<file path="config.mk">
export PLATFORM = sky130hd
export DESIGN_NAME = input_conditioner
export DESIGN_NICKNAME = d
export VERILOG_FILES = /design/src/rtl/input_conditioner_pkg.sv /design/src/rtl/input_conditioner_debounce.sv /design/src/rtl/input_conditioner.sv
export SDC_FILE = /design/constraint.sdc
export NUM_CORES = 1
export LEC_CHECK = 0
export ABC_AREA = 1
export ABC_CLOCK_PERIOD_IN_PS = 2000
export CAP_MARGIN = 20
export CORE_MARGIN = 2
export CORE_UTILIZATION = 56
export DETAILED_ROUTE_END_ITERATION = 10
export PLACE_DENSITY_LB_ADDON = 0.15
export SKIP_LAST_GASP = 1
export SYNTH_ARGS = -nofsm -noshare
export SYNTH_HDL_FRONTEND = slang
export SYNTH_HIERARCHICAL = 1
export SYNTH_SLANG_ARGS = --single-unit
</file>
<file path="constraint.sdc">
create_clock -name clk -period 2 [get_ports clk]
set_input_delay 0.4 -clock clk [delete_from_list [all_inputs] [get_ports clk]]
set_output_delay 0.4 -clock clk [all_outputs]
set_load 0.05 [all_outputs]
</file>
<file path="src/rtl/input_conditioner_pkg.sv">
// rtl/input_conditioner_pkg.sv - shared constants for the input conditioner front end
package input_conditioner_pkg;

   localparam int DEBOUNCE_DEFAULT = 1000000;
   localparam int DEBOUNCE_SIM     = 4;
   localparam int SYNC_STAGES      = 2;

endpackage

</file>
<file path="src/rtl/input_conditioner_debounce.sv">
// rtl/input_conditioner_debounce.sv - one synchronised, debounced input with rising-edge pulse
module debounce_channel
   import input_conditioner_pkg::*;
#(
   parameter  int DEBOUNCE_CYCLES = DEBOUNCE_DEFAULT,
   localparam int CNT_W           = $clog2(DEBOUNCE_CYCLES)
) (
   input  logic clk,
   input  logic rst,
   input  logic raw,
   output logic level,
   output logic rise,
   output logic pulse
);

   localparam logic [CNT_W-1:0] CNT_LAST = CNT_W'(DEBOUNCE_CYCLES - 1);

   logic [SYNC_STAGES-1:0] sync;
   logic [CNT_W-1:0]       cnt;
   logic                   s;
   logic                   flip;

   assign s    = sync[SYNC_STAGES-1];
   assign flip = (s != level) && (cnt == CNT_LAST);
   // rise is the combinational "pulse on this edge" term, used to qualify captures alongside pulse
   assign rise = flip && s;

   always_ff @(posedge clk or negedge rst) begin
      if (!rst) begin
         sync  <= '0;
         cnt   <= '0;
         level <= 1'b0;
         pulse <= 1'b0;
      end else begin
         sync  <= {sync[SYNC_STAGES-2:0], raw};
         pulse <= rise;
         if (s == level) begin
            cnt <= '0;
         end else if (flip) begin
            level <= s;
            cnt   <= '0;
         end else begin
            cnt <= cnt + CNT_W'(1);
         end
      end
   end

endmodule

</file>
<file path="src/rtl/input_conditioner.sv">
// rtl/input_conditioner.sv - debounces four buttons and captures time switches on reprogram
module input_conditioner
   import input_conditioner_pkg::*;
#(
   parameter int DEBOUNCE_CYCLES = DEBOUNCE_DEFAULT
) (
   input  logic       clk,
   input  logic       rst,
   input  logic       Reset_Raw,
   input  logic       Sensor_Raw,
   input  logic       Walk_Raw,
   input  logic       Reprog_Raw,
   input  logic [1:0] Selector_Raw,
   input  logic [3:0] Value_Raw,
   output logic       Reset_Clean,
   output logic       Sensor_Clean,
   output logic       Walk_Pulse,
   output logic       Reprog_Pulse,
   output logic [1:0] Selector_Out,
   output logic [3:0] Value_Out
);

   logic reset_rise, reset_pulse;
   logic sensor_rise, sensor_pulse;
   logic walk_level, walk_rise;
   logic reprog_level, reprog_rise;
   logic unused_chan;

   assign unused_chan = ^{reset_rise, reset_pulse, sensor_rise, sensor_pulse,
                          walk_level, walk_rise, reprog_level};

   debounce_channel #(.DEBOUNCE_CYCLES(DEBOUNCE_CYCLES)) u_reset (
      .clk(clk), .rst(rst), .raw(Reset_Raw),
      .level(Reset_Clean), .rise(reset_rise), .pulse(reset_pulse)
   );

   debounce_channel #(.DEBOUNCE_CYCLES(DEBOUNCE_CYCLES)) u_sensor (
      .clk(clk), .rst(rst), .raw(Sensor_Raw),
      .level(Sensor_Clean), .rise(sensor_rise), .pulse(sensor_pulse)
   );

   debounce_channel #(.DEBOUNCE_CYCLES(DEBOUNCE_CYCLES)) u_walk (
      .clk(clk), .rst(rst), .raw(Walk_Raw),
      .level(walk_level), .rise(walk_rise), .pulse(Walk_Pulse)
   );

   debounce_channel #(.DEBOUNCE_CYCLES(DEBOUNCE_CYCLES)) u_reprog (
      .clk(clk), .rst(rst), .raw(Reprog_Raw),
      .level(reprog_level), .rise(reprog_rise), .pulse(Reprog_Pulse)
   );

   // Switches are only synchronised; the debounced reprogram edge is what makes them consistent
   logic [SYNC_STAGES-1:0][5:0] sw_sync;

   always_ff @(posedge clk or negedge rst) begin
      if (!rst) begin
         sw_sync      <= '0;
         Selector_Out <= '0;
         Value_Out    <= '0;
      end else begin
         sw_sync <= {sw_sync[SYNC_STAGES-2:0], {Selector_Raw, Value_Raw}};
         if (reprog_rise) begin
            Selector_Out <= sw_sync[SYNC_STAGES-1][5:4];
            Value_Out    <= sw_sync[SYNC_STAGES-1][3:0];
         end
      end
   end

endmodule

</file>
# Yosys cells after proc, flatten, opt, wreduce, memory -nomap -nowiden
# Index checks and enable logic that the tools add are counted.
# classes
addsub	4
n_reduce_logical	10
n_eq_ne	12
n_bitwise	4
mux	8
# ops
operator	count
20-bit 2-to-1 mux	8
20-bit by 1-bit adder with 20-bit output (second input constant)	4
20-bit equality test (second input constant)	4
2-bit AND reduction	4
1-bit logical AND	6
1-bit equality test	4
1-bit inequality test	4
1-bit inverter	4
# word_totals
inputBits	12
reg_bits	112
elab_cells	56

# Logic depth before layout (Yosys ltp)
# Gate-level depths: netlist (run 1).
# logic_depth
depth_word	4
depth_mapped	9
ltp_nobuf	9

# Cells and area by module
# Netlist (run 1), hierarchy kept.
# by_module_without_submodules
mod	area_each_um2	n_inst	seq_area_each_um2	cells_each
debounce_channel	1316.3	4	600.6	166
input_conditioner	521.8	1	450.4	37

# Worst setup path after synthesis (run 1)
# OpenSTA, ideal clock, no wires.
# synth_timing
kind	register to register
from	reg u_reprog.cnt[0]
to	reg Selector_Out[0]
arrival_time_ps	1692
stages_incl_launch_ff	9
slack_ps	189
n_path_buf	0
t_required_ps	1881
cell_sequence	dfrtp_1 > ha_1 > nand3_1 > nor2_1 > nand4_1 > nor3_1 > inv_2 > nand2_1 > nand2_1
# synth_between
elab_chain_cells	3
# synth_lines
item	line_no	rtl
from (decl)	input_conditioner_debounce.sv:19	logic [CNT_W-1:0] cnt;
from (signal assigned)	input_conditioner_debounce.sv:43	cnt <= cnt + CNT_W'(1);
20-bit equality test	input_conditioner_debounce.sv:24	assign flip = (s != level) && (cnt == CNT_LAST);
1-bit logical AND	input_conditioner_debounce.sv:24	
1-bit logical AND	input_conditioner_debounce.sv:26	assign rise = flip && s;
via reprog_rise	input_conditioner.sv:26	logic reprog_level, reprog_rise;
to (signal assigned)	input_conditioner.sv:63	Selector_Out <= sw_sync[SYNC_STAGES-1][5:4];
to (decl)	input_conditioner.sv:19	output logic [1:0] Selector_Out,
# The timed path passes the listed nets, and every way through them passes these cells.
# A chain may end at the register's enable or synchronous reset.

# Worst setup path in the final report (run 1)
# layout_timing
from	reg Selector_Out[0]
to	out Selector_Out[0]
# No word-level cell between the ends.

==> impl_metrics.yaml, run 1 <==
yosys:
  syn-instance-count: 693
  syn-cell-area_mm2: 0.005702
  yosys_warnings: 6
  syn_avg_cell_area_um2: 8.228
  synthesis.nets: 709
sta:
  worst_pin_slew_ns: 0.5094
  rsz0062_at_grt: "no"
  fmax_ghz: 0.5151
  report.final.hold_viol_count: 0
  timing.final.setup_violations: 0
  timing_max_transition_violations_final: 0
  fin_tns_setup_ns: 0
  min_period_over_period_pct: 97.07
  clock_skew_ns: 0.01111
  max-slew-margin-rel_pct: 65.98
  final.min_clock_period_ns: 1.941
outcome:
  result_of_the_run: "finished clean"
worst_setup_path:
  critical_path_class: "reg2out"
  timing.critical_path.cells: "clkdlybuf4s50_1"
  crit_fanout: 2
  critPathMaxStageDelay_ns: 0.80
  critPathTopFamily: "buffers and inverters"
  worst_setup_path_end_kind: "output port"
  critical_path.startpoint_type: "flip-flop"
  data_arrival_time_at_the_worst_slack_endpoint_ns: 1.54
  reg2reg_depth: 9
  worstPathRequired_ns: 1.60
  regToRegSetupSlack_ns: 0.29
  cp.buffers_inverters: 1
  worst_r2r_startpoint: "u_reprog/cnt[1]$_DFF_PN0_"
  r2r_end: "Value_Out[0]$_DFFE_PN0P_"
  worst_path_max_delay_cell: "sky130_fd_sc_hd__clkdlybuf4s50_1"
final_layout:
  fin_area_mm2: 0.006327
  finish.cell_count_without_fillers: 864
  fin_nets: 742
  drive_gt1_share_pct: 11.76
  antenna_cells: 0
  area.growth.synth_to_final_pct: 10.97
  finish.utilization_pct: 64.44
grt:
  first_global_vias: 4342
  grt_use_met1_pct: 28.43
  grt_first_pass_wirelength_mm: 19.42
  globalRoute.busiestLayer: "met2"
  grt_use_total_pct: 21.61
  antenna_found_initial: 0
  grt.overflow.total: 0
  groute.layer.met2.usage_pct: 36.18
  grt_start_max_net_pins: 32
  gr-usage-met3_pct: 4.866
power:
  static-leakage-power_nw: 3.010
  highest_ir_drop_seen_on_vdd_mv: 0.6632
  post_layout_total_power_mw: 3.918
  power.density_mw_per_mm2: 619.3
cts:
  clk_latency_ns: 0.38
  cts_post_setup_buffers_inserted: 0
  clkSlewWorstSetupHoldPaths_ns: 0.11
  cts.sink_count: 112
  max-clock-path-buffers: 2
  clock_tree_from_tritoncts: "built"
  cts_root_buffer: "sky130_fd_sc_hd__clkbuf_8"
  cts_buffers: 9
  cts_max_level: 3
drt:
  postRouteWirelength_mm: 10.89
  drc_errors: 0
  routed_length_per_instance_um: 12.61
  drt-pass1-iter-count: 4
  drt_iter0_markers: 196
  route.vias.total: 4446
  drt_antenna_net_count: 0
  drt-vias-per-instance: 5.146
placement:
  portBuffers: 21
  dpl.cell_count: 847
  dp_hpwl_mm: 7.876
  post_dp_cell_area_mm2: 0.006098
  gpl.final_weighted_congestion: 0.8771
floorplanning:
  die_height_um: 104.9
  i_o_pin_cnt: 22
  row_count: 36
  core-area_mm2: 0.009819
  die_x_um: 104.9
  initial_core_utilization_pct: 58.07
  die_area_mm2: 0.01101
min_path:
  hp-start: "u_reset/sync[0]$_DFF_PN0_"
  hold_path_class: "reg2reg"
  min_to: "u_reset/sync[1]$_DFF_PN0_"
  min_path_cells: 0
run:
  max_cap_viol_count: 0
area by class of cell:
class	instances	area, µm²
inverter	77	289.0
clock buffer	9	123.9
clock inverter	7	85.08
tap	133	166.4
sequential	112	2803
multi-input combinational	496	2535
timing repair buffer	30	325.3
fill	898	3492
cell usage in the layout (no fill, tap or decap):
| master | count |
|---|---|
| sky130_fd_sc_hd__a21oi_1 | 12 |
| sky130_fd_sc_hd__buf_12 | 3 |
| sky130_fd_sc_hd__buf_4 | 6 |
| sky130_fd_sc_hd__bufinv_16 | 1 |
| sky130_fd_sc_hd__clkbuf_8 | 9 |
| sky130_fd_sc_hd__clkdlybuf4s50_1 | 13 |
| sky130_fd_sc_hd__clkinv_4 | 2 |
| sky130_fd_sc_hd__dfrtp_1 | 112 |
| sky130_fd_sc_hd__dlygate4sd2_1 | 2 |
| sky130_fd_sc_hd__dlygate4sd3_1 | 1 |
| sky130_fd_sc_hd__dlymetal6s2s_1 | 5 |
| sky130_fd_sc_hd__ha_1 | 4 |
| sky130_fd_sc_hd__inv_1 | 72 |
| sky130_fd_sc_hd__inv_2 | 5 |
| sky130_fd_sc_hd__inv_6 | 3 |
| sky130_fd_sc_hd__inv_8 | 1 |
| sky130_fd_sc_hd__nand2_1 | 154 |
| sky130_fd_sc_hd__nand2_2 | 8 |
| sky130_fd_sc_hd__nand2_4 | 4 |
| sky130_fd_sc_hd__nand3_1 | 72 |
| sky130_fd_sc_hd__nand3_2 | 4 |
| sky130_fd_sc_hd__nand4_1 | 16 |
| sky130_fd_sc_hd__nor2_1 | 120 |
| sky130_fd_sc_hd__nor2_2 | 16 |
| sky130_fd_sc_hd__nor2_4 | 16 |
| sky130_fd_sc_hd__nor3_1 | 14 |
| sky130_fd_sc_hd__o21ai_0 | 4 |
| sky130_fd_sc_hd__o21ai_1 | 4 |
| sky130_fd_sc_hd__o21ai_2 | 4 |
| sky130_fd_sc_hd__or2_2 | 4 |
| sky130_fd_sc_hd__xnor2_1 | 4 |
| sky130_fd_sc_hd__xor2_1 | 36 |
what timing repair did:
item / 4_1_cts / 5_1_grt
setup endpoints to repair: 2 / 5
gates resized for setup: 2 / 5
pin swaps: 0 / 0
hold buffers: 1 / 0
endpoints found under the hold margin: 28 / 0
how the worst max path moves through the flow:
stage                                      startpoint                          end  slack (ns)  cells past startpoint
after CTS                 Selector_Out[1]$_DFFE_PN0P_              Selector_Out[1]       0.004                      1
after global routing      Selector_Out[0]$_DFFE_PN0P_              Selector_Out[0]       0.002                      1
after global placement      u_reprog/cnt[0]$_DFF_PN0_     Value_Out[1]$_DFFE_PN0P_        0.39                      9
after detailed placement    u_reprog/cnt[1]$_DFF_PN0_     Value_Out[0]$_DFFE_PN0P_        0.30                      9
after floorplan             u_reprog/cnt[0]$_DFF_PN0_  Selector_Out[0]$_DFFE_PN0P_        0.19                      8
final                     Selector_Out[0]$_DFFE_PN0P_              Selector_Out[0]        0.06                      1
metrics by stage:
step | hold slack, ns | setup WS (ns)
6_report | 0.3584 | 0.05859
5_1_grt | 0.3687 | 0.001589
4_1_cts | 0.3592 | 0.003584
3_5_place_dp | 0.3355 | 0.2993
3_3_place_gp | 0.3332 | 0.3912
2_1_floorplan | 0.1044 | 0.1893
flip-flops by register name, summed over array words and instances, names as in the netlist:
| register | cells |
|---|---|
| u_reset/level | 1 |
| u_sensor/sync | 2 |
| sw_sync | 12 |
| Selector_Out | 2 |
| u_reset/cnt | 20 |
| u_sensor/cnt | 20 |
| u_walk/level | 1 |
| u_reprog/pulse | 1 |
| u_reprog/level | 1 |
| u_walk/cnt | 20 |
| u_sensor/level | 1 |
| u_reprog/sync | 2 |
| Value_Out | 4 |
| u_reset/sync | 2 |
| u_walk/sync | 2 |
| u_walk/pulse | 1 |
| u_reprog/cnt | 20 |
routing by layer:
layer  part of all wire [%]  wire length (µm)
met1                     46              4969
met2                     50              5411
met3                    3.8               412
met4                   0.89                97
met5                      0                 0
where the power goes:
| part | leakage, nW | switching [mW] | internal [mW] |
|---|---|---|---|
| combinational | 1.39 | 0.114 | 0.0668 |
| sequential | 1.51 | 0.0215 | 2.30 |
| clock | 0.107 | 0.807 | 0.606 |
Note: power is estimated with default switching activity, not from simulation.
==> run 2: changes to the inputs <==
ABC_CLOCK_PERIOD_IN_PS = 2330   (was 2000)
CORE_MARGIN = unset   (was 2)
SYNTH_HIERARCHICAL = unset   (was 1)
clock period = 2.33 ns   (was 2 ns; I/O delays follow)
==> impl_metrics.yaml, run 2 <==
outcome:
  result_of_the_run: "finished clean"
final_layout:
  n_fill_cell: 841
  antenna_cells: 0
  area.growth.synth_to_final_pct: 10.61
  drive_gt1_share_pct: 6.863
  most-common-layout-cells: "sky130_fd_sc_hd__nand2_1, sky130_fd_sc_hd__nor2_1, sky130_fd_sc_hd__dfrtp_1"
  layout_commonest_cell: "sky130_fd_sc_hd__nand2_1"
  layout.area.seq_mm2: 0.002803
  fin_nets: 725
  fin_area_mm2: 0.006063
  multiInputGateArea_mm2: 0.002345
cts:
  cts_max_level: 3
  cts_buffers: 9
  max-clock-path-buffers: 2
  cts.sink_count: 112
  clkSlewWorstSetupHoldPaths_ns: 0.10
  cts_root_buffer: "sky130_fd_sc_hd__clkbuf_8"
  clk_latency_ns: 0.37
  cts_post_setup_buffers_inserted: 0
  clock_tree_from_tritoncts: "built"
yosys:
  synthesis.nets: 693
  synth.yosys.seq_area_share_pct: 51.13
  synth_most_common_cell: "sky130_fd_sc_hd__nand2_1"
  postSynth.asyncResetShare_pct: 100.0
  ys.flop_type: "sky130_fd_sc_hd__dfrtp_1"
  synth-edff-count: 0
  synth.cells.most_frequent: "sky130_fd_sc_hd__nand2_1, sky130_fd_sc_hd__nor2_1, sky130_fd_sc_hd__dfrtp_1"
  yosys-top-cells-area: "sky130_fd_sc_hd__dfrtp_1, sky130_fd_sc_hd__nand2_1, sky130_fd_sc_hd__nor2_1, sky130_fd_sc_hd__nand3_1, sky130_fd_sc_hd__inv_1"
  syn_avg_cell_area_um2: 8.097
  yosys_warnings: 0
  ys_seq_elements: 112
  syn-cell-area_mm2: 0.005482
  synth_cell_types: 31
  yosys.area.top_type_share_pct: 51.13
  synth_area_leader_cell: "sky130_fd_sc_hd__dfrtp_1"
  syn-instance-count: 677
worst_setup_path:
  worst_r2r_startpoint: "u_sensor.cnt[0]$_DFF_PN0_"
  worstPathRequired_ns: 1.86
  setup_crit_start: "u_reset.level$_DFFE_PN0P_"
  critPathMaxStageDelay_ns: 0.81
  cp.buffers_inverters: 1
  worst_setup_path_end_kind: "output port"
  cp_num_cells: 1
  regToRegSetupSlack_ns: 0.64
  reg2reg_depth: 8
  worst_path_max_delay_cell: "sky130_fd_sc_hd__clkdlybuf4s50_1"
  crit_end: "Reset_Clean"
  crit_fanout: 4
  data_arrival_time_at_the_worst_slack_endpoint_ns: 1.58
  critPathTopFamily: "buffers and inverters"
  timing.critical_path.cells: "clkdlybuf4s50_1"
  critical_path_class: "reg2out"
  critical_path.startpoint_type: "flip-flop"
  r2r_end: "u_sensor.cnt[9]$_DFF_PN0_"
run:
  max_cap_viol_count: 0
drt:
  drt-pass1-iter-count: 5
  postRouteWirelength_mm: 10.07
  wirelength_met1_mm: 4.684
  drt-vias-per-instance: 4.981
  drc_errors: 0
  route.vias.total: 4199
  wl_met2_mm: 4.801
  drt_iter0_markers: 140
  detailroute.wirelength.met3_um: 406
  highest-signal-layer: "met4"
  drt_antenna_net_count: 0
  routed_length_per_instance_um: 11.94
placement:
  post_dp_cell_area_mm2: 0.005848
  dp_hpwl_mm: 7.335
  portBuffers: 21
  dp_slack_ns: 0.6397
  gpl.final_weighted_congestion: 0.9002
power:
  static-leakage-power_nw: 2.765
  power.density_mw_per_mm2: 549.4
  highest_ir_drop_seen_on_vdd_mv: 0.4326
  post_layout_total_power_mw: 3.331
floorplanning:
  row_count: 35
  die_height_um: 100.9
  core-area_mm2: 0.009371
  die_area_mm2: 0.01019
  initial_core_utilization_pct: 58.49
  i_o_pin_cnt: 22
  die_x_um: 100.9
grt:
  grt_first_pass_wirelength_mm: 17.75
  antenna_found_initial: 0
  first_global_vias: 4020
  grt_start_max_net_pins: 72
  grt_use_total_pct: 22.52
  grt.overflow.total: 0
sta:
  timing.final.ws_setup_ns: 0.2854
  min_period_over_period_pct: 87.75
  max-slew-margin-rel_pct: 64.55
  final.min_clock_period_ns: 2.045
  timing.final.setup_violations: 0
  timing_max_transition_violations_final: 0
  clock_skew_ns: 0.01074
  report.final.hold_viol_count: 0
  worst_pin_slew_ns: 0.5317
  rsz0062_at_grt: "no"
  fmax_ghz: 0.4891
  fin_tns_setup_ns: 0
min_path:
  min_path_cells: 0
  hold_path_class: "reg2reg"
  hp-start: "u_walk.sync[0]$_DFF_PN0_"
==> run 2: cell types whose count changed in the layout (fill, tap and decap cells not counted), moves of 8 or more <==
cell                      delta
sky130_fd_sc_hd__nor2_2     -13
sky130_fd_sc_hd__nand2_1     +8
sky130_fd_sc_hd__nor2_1     +30
sky130_fd_sc_hd__nand3_1    -15
sky130_fd_sc_hd__nor2_4      -9
sky130_fd_sc_hd__xor2_1      -9
==> run 2: worst min-delay path by stage <==
stage                                        endpoint  slack, ns
after floorplan           Selector_Out[0]$_DFFE_PN0P_       0.17
after global placement     u_reprog.sync[1]$_DFF_PN0_       0.33
after detailed placement        sw_sync[11]$_DFF_PN0_       0.34
after CTS                       sw_sync[11]$_DFF_PN0_       0.36
after global routing             sw_sync[8]$_DFF_PN0_       0.37
final                        u_walk.sync[1]$_DFF_PN0_       0.36
==> run 2: area by class of cell <==
class                   count  share of cell area, %
flip-flops and latches    112                  46.22
multi-input cells         482                  38.67
inverters                  79                  4.891
repair buffers             25                  4.168
well taps                 129                  2.662
clock buffers              11                  2.497
clock inverters             5                 0.8873
==> run 2: timing repair <==
action / 4_1_cts / 5_1_grt
resized for setup: 0 / 0
hold endpoints to repair: 26 / 0
hold buffers: 1 / 0
==> run 2: worst reg2reg max path, cell delays in order, from the launching register on <==
cell and delay [ns]:
sky130_fd_sc_hd__dfrtp_1 0.36, sky130_fd_sc_hd__ha_1 0.23, sky130_fd_sc_hd__nand3_2 0.13, sky130_fd_sc_hd__nor2_2 0.16, sky130_fd_sc_hd__inv_1 0.07, sky130_fd_sc_hd__nor2_2 0.07
sky130_fd_sc_hd__nand2_1 0.29, sky130_fd_sc_hd__nand2_1 0.21, sky130_fd_sc_hd__nor2_1 0.06
==> run 2: power by group <==
part           switching (mW)  total (mW)  internal (mW)  leakage (nW)
clock                   0.641        1.20          0.555         0.109
sequential             0.0201        2.00           1.98          1.51
combinational          0.0927       0.139         0.0468          1.15
total                   0.754        3.33           2.58          2.76
==> run 2: cell families after synthesis <==
family          share of synthesized area (%)
compound gates                          2.625
xor+xnor                                6.072
fa+ha+maj                              0.9131
buf+inv                                 6.094
flops                                   51.13
simple gates                            33.17
==> run 2: metrics by stage <==
step | utilization [%] | std cells | hold WS, ns
CTS | 64.70 | 843 | 0.3593
floorplan | - | 677 | 0.1704
global placement | 62.40 | 826 | 0.3326
detailed placement | 62.40 | 826 | 0.3362
finish | 64.70 | 843 | 0.3557
global route | 64.70 | 843 | 0.3710
==> run 2: per-layer routing <==
layer  up-vias  track usage, %
li1       2156               -
met1      1954           29.18
met2        77           37.83
met3        12           4.646
met4         0           7.581
met5         -               0
==> run 3: changes to the inputs <==
PLACE_DENSITY_LB_ADDON = 0.08   (was 0.15)
==> impl_metrics.yaml, run 3 (synthesized netlist as in run 2, its figures left out) <==
outcome:
  result_of_the_run: "finished clean"
drt:
  drt-pass1-iter-count: 4
  route.vias.total: 4190
  drt_iter0_markers: 195
  drt_antenna_net_count: 0
  postRouteWirelength_mm: 10.12
  routed_length_per_instance_um: 11.99
  drt-vias-per-instance: 4.964
  drc_errors: 0
sta:
  final.min_clock_period_ns: 2.053
  timing.final.setup_violations: 0
  fmax_ghz: 0.4872
  clock_skew_ns: 0.01132
  timing_max_transition_violations_final: 0
  timing.hold.ws_ns: 0.3560
  max-slew-margin-rel_pct: 66.07
  min_period_over_period_pct: 88.10
  rsz0062_at_grt: "no"
  fin_tns_setup_ns: 0
  worst_pin_slew_ns: 0.5089
  report.final.hold_viol_count: 0
floorplanning:
  i_o_pin_cnt: 22
  die_height_um: 100.9
  row_count: 35
  initial_core_utilization_pct: 58.49
  die_area_mm2: 0.01019
  die_x_um: 100.9
  core-area_mm2: 0.009371
min_path:
  min_path_cells: 0
  hold_path_class: "reg2reg"
grt:
  grt.overflow.total: 0
  antenna_found_initial: 0
  first_global_vias: 4181
  grt_start_max_net_pins: 59
  grt_use_total_pct: 23.03
  grt_first_pass_wirelength_mm: 18.38
worst_setup_path:
  critical_path.startpoint_type: "flip-flop"
  cp.buffers_inverters: 1
  setup_crit_start: "u_reset.level$_DFFE_PN0P_"
  critPathTopFamily: "buffers and inverters"
  regToRegSetupSlack_ns: 0.62
  worst_path_max_delay_cell: "sky130_fd_sc_hd__clkdlybuf4s50_1"
  reg2reg_depth: 8
  cp_num_cells: 1
  critPathMaxStageDelay_ns: 0.81
  timing.critical_path.cells: "clkdlybuf4s50_1"
  data_arrival_time_at_the_worst_slack_endpoint_ns: 1.59
  crit_fanout: 4
  worst_setup_path_end_kind: "output port"
  crit_end: "Reset_Clean"
  worstPathRequired_ns: 1.86
  r2r_end: "u_sensor.cnt[18]$_DFF_PN0_"
  critical_path_class: "reg2out"
  worst_r2r_startpoint: "u_sensor.cnt[1]$_DFF_PN0_"
cts:
  cts_root_buffer: "sky130_fd_sc_hd__clkbuf_8"
  clk_latency_ns: 0.38
  cts_max_level: 3
  clkSlewWorstSetupHoldPaths_ns: 0.11
  max-clock-path-buffers: 2
  cts_buffers: 9
  post_cts_resized: 0
  clock_tree_from_tritoncts: "built"
  cts.sink_count: 112
final_layout:
  most-common-layout-cells: "sky130_fd_sc_hd__nand2_1, sky130_fd_sc_hd__nor2_1, sky130_fd_sc_hd__dfrtp_1"
  layout.area.seq_mm2: 0.002803
  fin_nets: 726
  layout_commonest_cell: "sky130_fd_sc_hd__nand2_1"
  antenna_cells: 0
  multiInputGateArea_mm2: 0.002345
  drive_gt1_share_pct: 6.993
  n_fill_cell: 835
  area.growth.synth_to_final_pct: 10.36
power:
  static-leakage-power_nw: 2.757
  highest_ir_drop_seen_on_vdd_mv: 0.3605
  post_layout_total_power_mw: 3.238
  power.density_mw_per_mm2: 535.2
run:
  max_cap_viol_count: 0
placement:
  gpl.final_weighted_congestion: 0.8727
  dp_hpwl_mm: 7.419
  portBuffers: 21
run 3: worst min path at each step:
stage	endpoint	slack, ns	start
2_1_floorplan	Selector_Out[0]$_DFFE_PN0P_	0.17	rst
3_3_place_gp	u_sensor.sync[1]$_DFF_PN0_	0.33	u_sensor.sync[0]$_DFF_PN0_
3_5_place_dp	u_walk.sync[1]$_DFF_PN0_	0.33	u_walk.sync[0]$_DFF_PN0_
4_1_cts	u_walk.sync[1]$_DFF_PN0_	0.36	u_walk.sync[0]$_DFF_PN0_
5_1_grt	sw_sync[7]$_DFF_PN0_	0.37	sw_sync[1]$_DFF_PN0_
6_report	u_walk.sync[1]$_DFF_PN0_	0.36	u_walk.sync[0]$_DFF_PN0_
run 3: layer usage:
layer / GRT usage [%] / vias to the layer above / part of all wire [%]
li1: - / 2166 / -
met1: 30.76 / 1958 / 48
met2: 38.04 / 57 / 48
met3: 4.577 / 9 / 3.9
met4: 7.246 / 0 / 0.73
met5: 0 / - / 0
run 3: final cells by class:
class	count	area share (%)
sequential	112	46.33
multi-input combinational	482	38.76
inverter	79	4.902
timing repair buffer	26	4.302
tap	129	2.668
clock buffer	9	2.048
clock inverter	7	0.9928
run 3: what timing repair did:
item,in CTS,in global routing
endpoints found under the hold margin,15,0
setup buffers,0,0
hold buffers,1,0
run 3: where the power goes:
part / total (mW) / internal [mW] / switching [mW]
Clock: 1.10 / 0.413 / 0.688
Sequential: 2.00 / 1.98 / 0.0210
Combinational: 0.140 / 0.0477 / 0.0924
run 3: worst reg2reg max path: stages (launching register included):
cell and delay (ns):
sky130_fd_sc_hd__dfrtp_1 0.37, sky130_fd_sc_hd__ha_1 0.22, sky130_fd_sc_hd__nand3_2 0.13, sky130_fd_sc_hd__nor2_2 0.18
sky130_fd_sc_hd__inv_1 0.07, sky130_fd_sc_hd__nor2_2 0.07, sky130_fd_sc_hd__nand2_1 0.28, sky130_fd_sc_hd__nand2_1 0.23
sky130_fd_sc_hd__nor2_1 0.07
run 3: through the flow:
stage	utilization [%]	area, µm²	cells	setup WS, ns
after detailed placement	62.48	5856	827	0.6301
after CTS	64.55	6050	844	0.2558
after global placement	62.48	5856	827	0.7025
after global routing	64.55	6050	844	0.2306
final	64.55	6050	844	0.2773
after floorplan	-	5482	677	0.8656
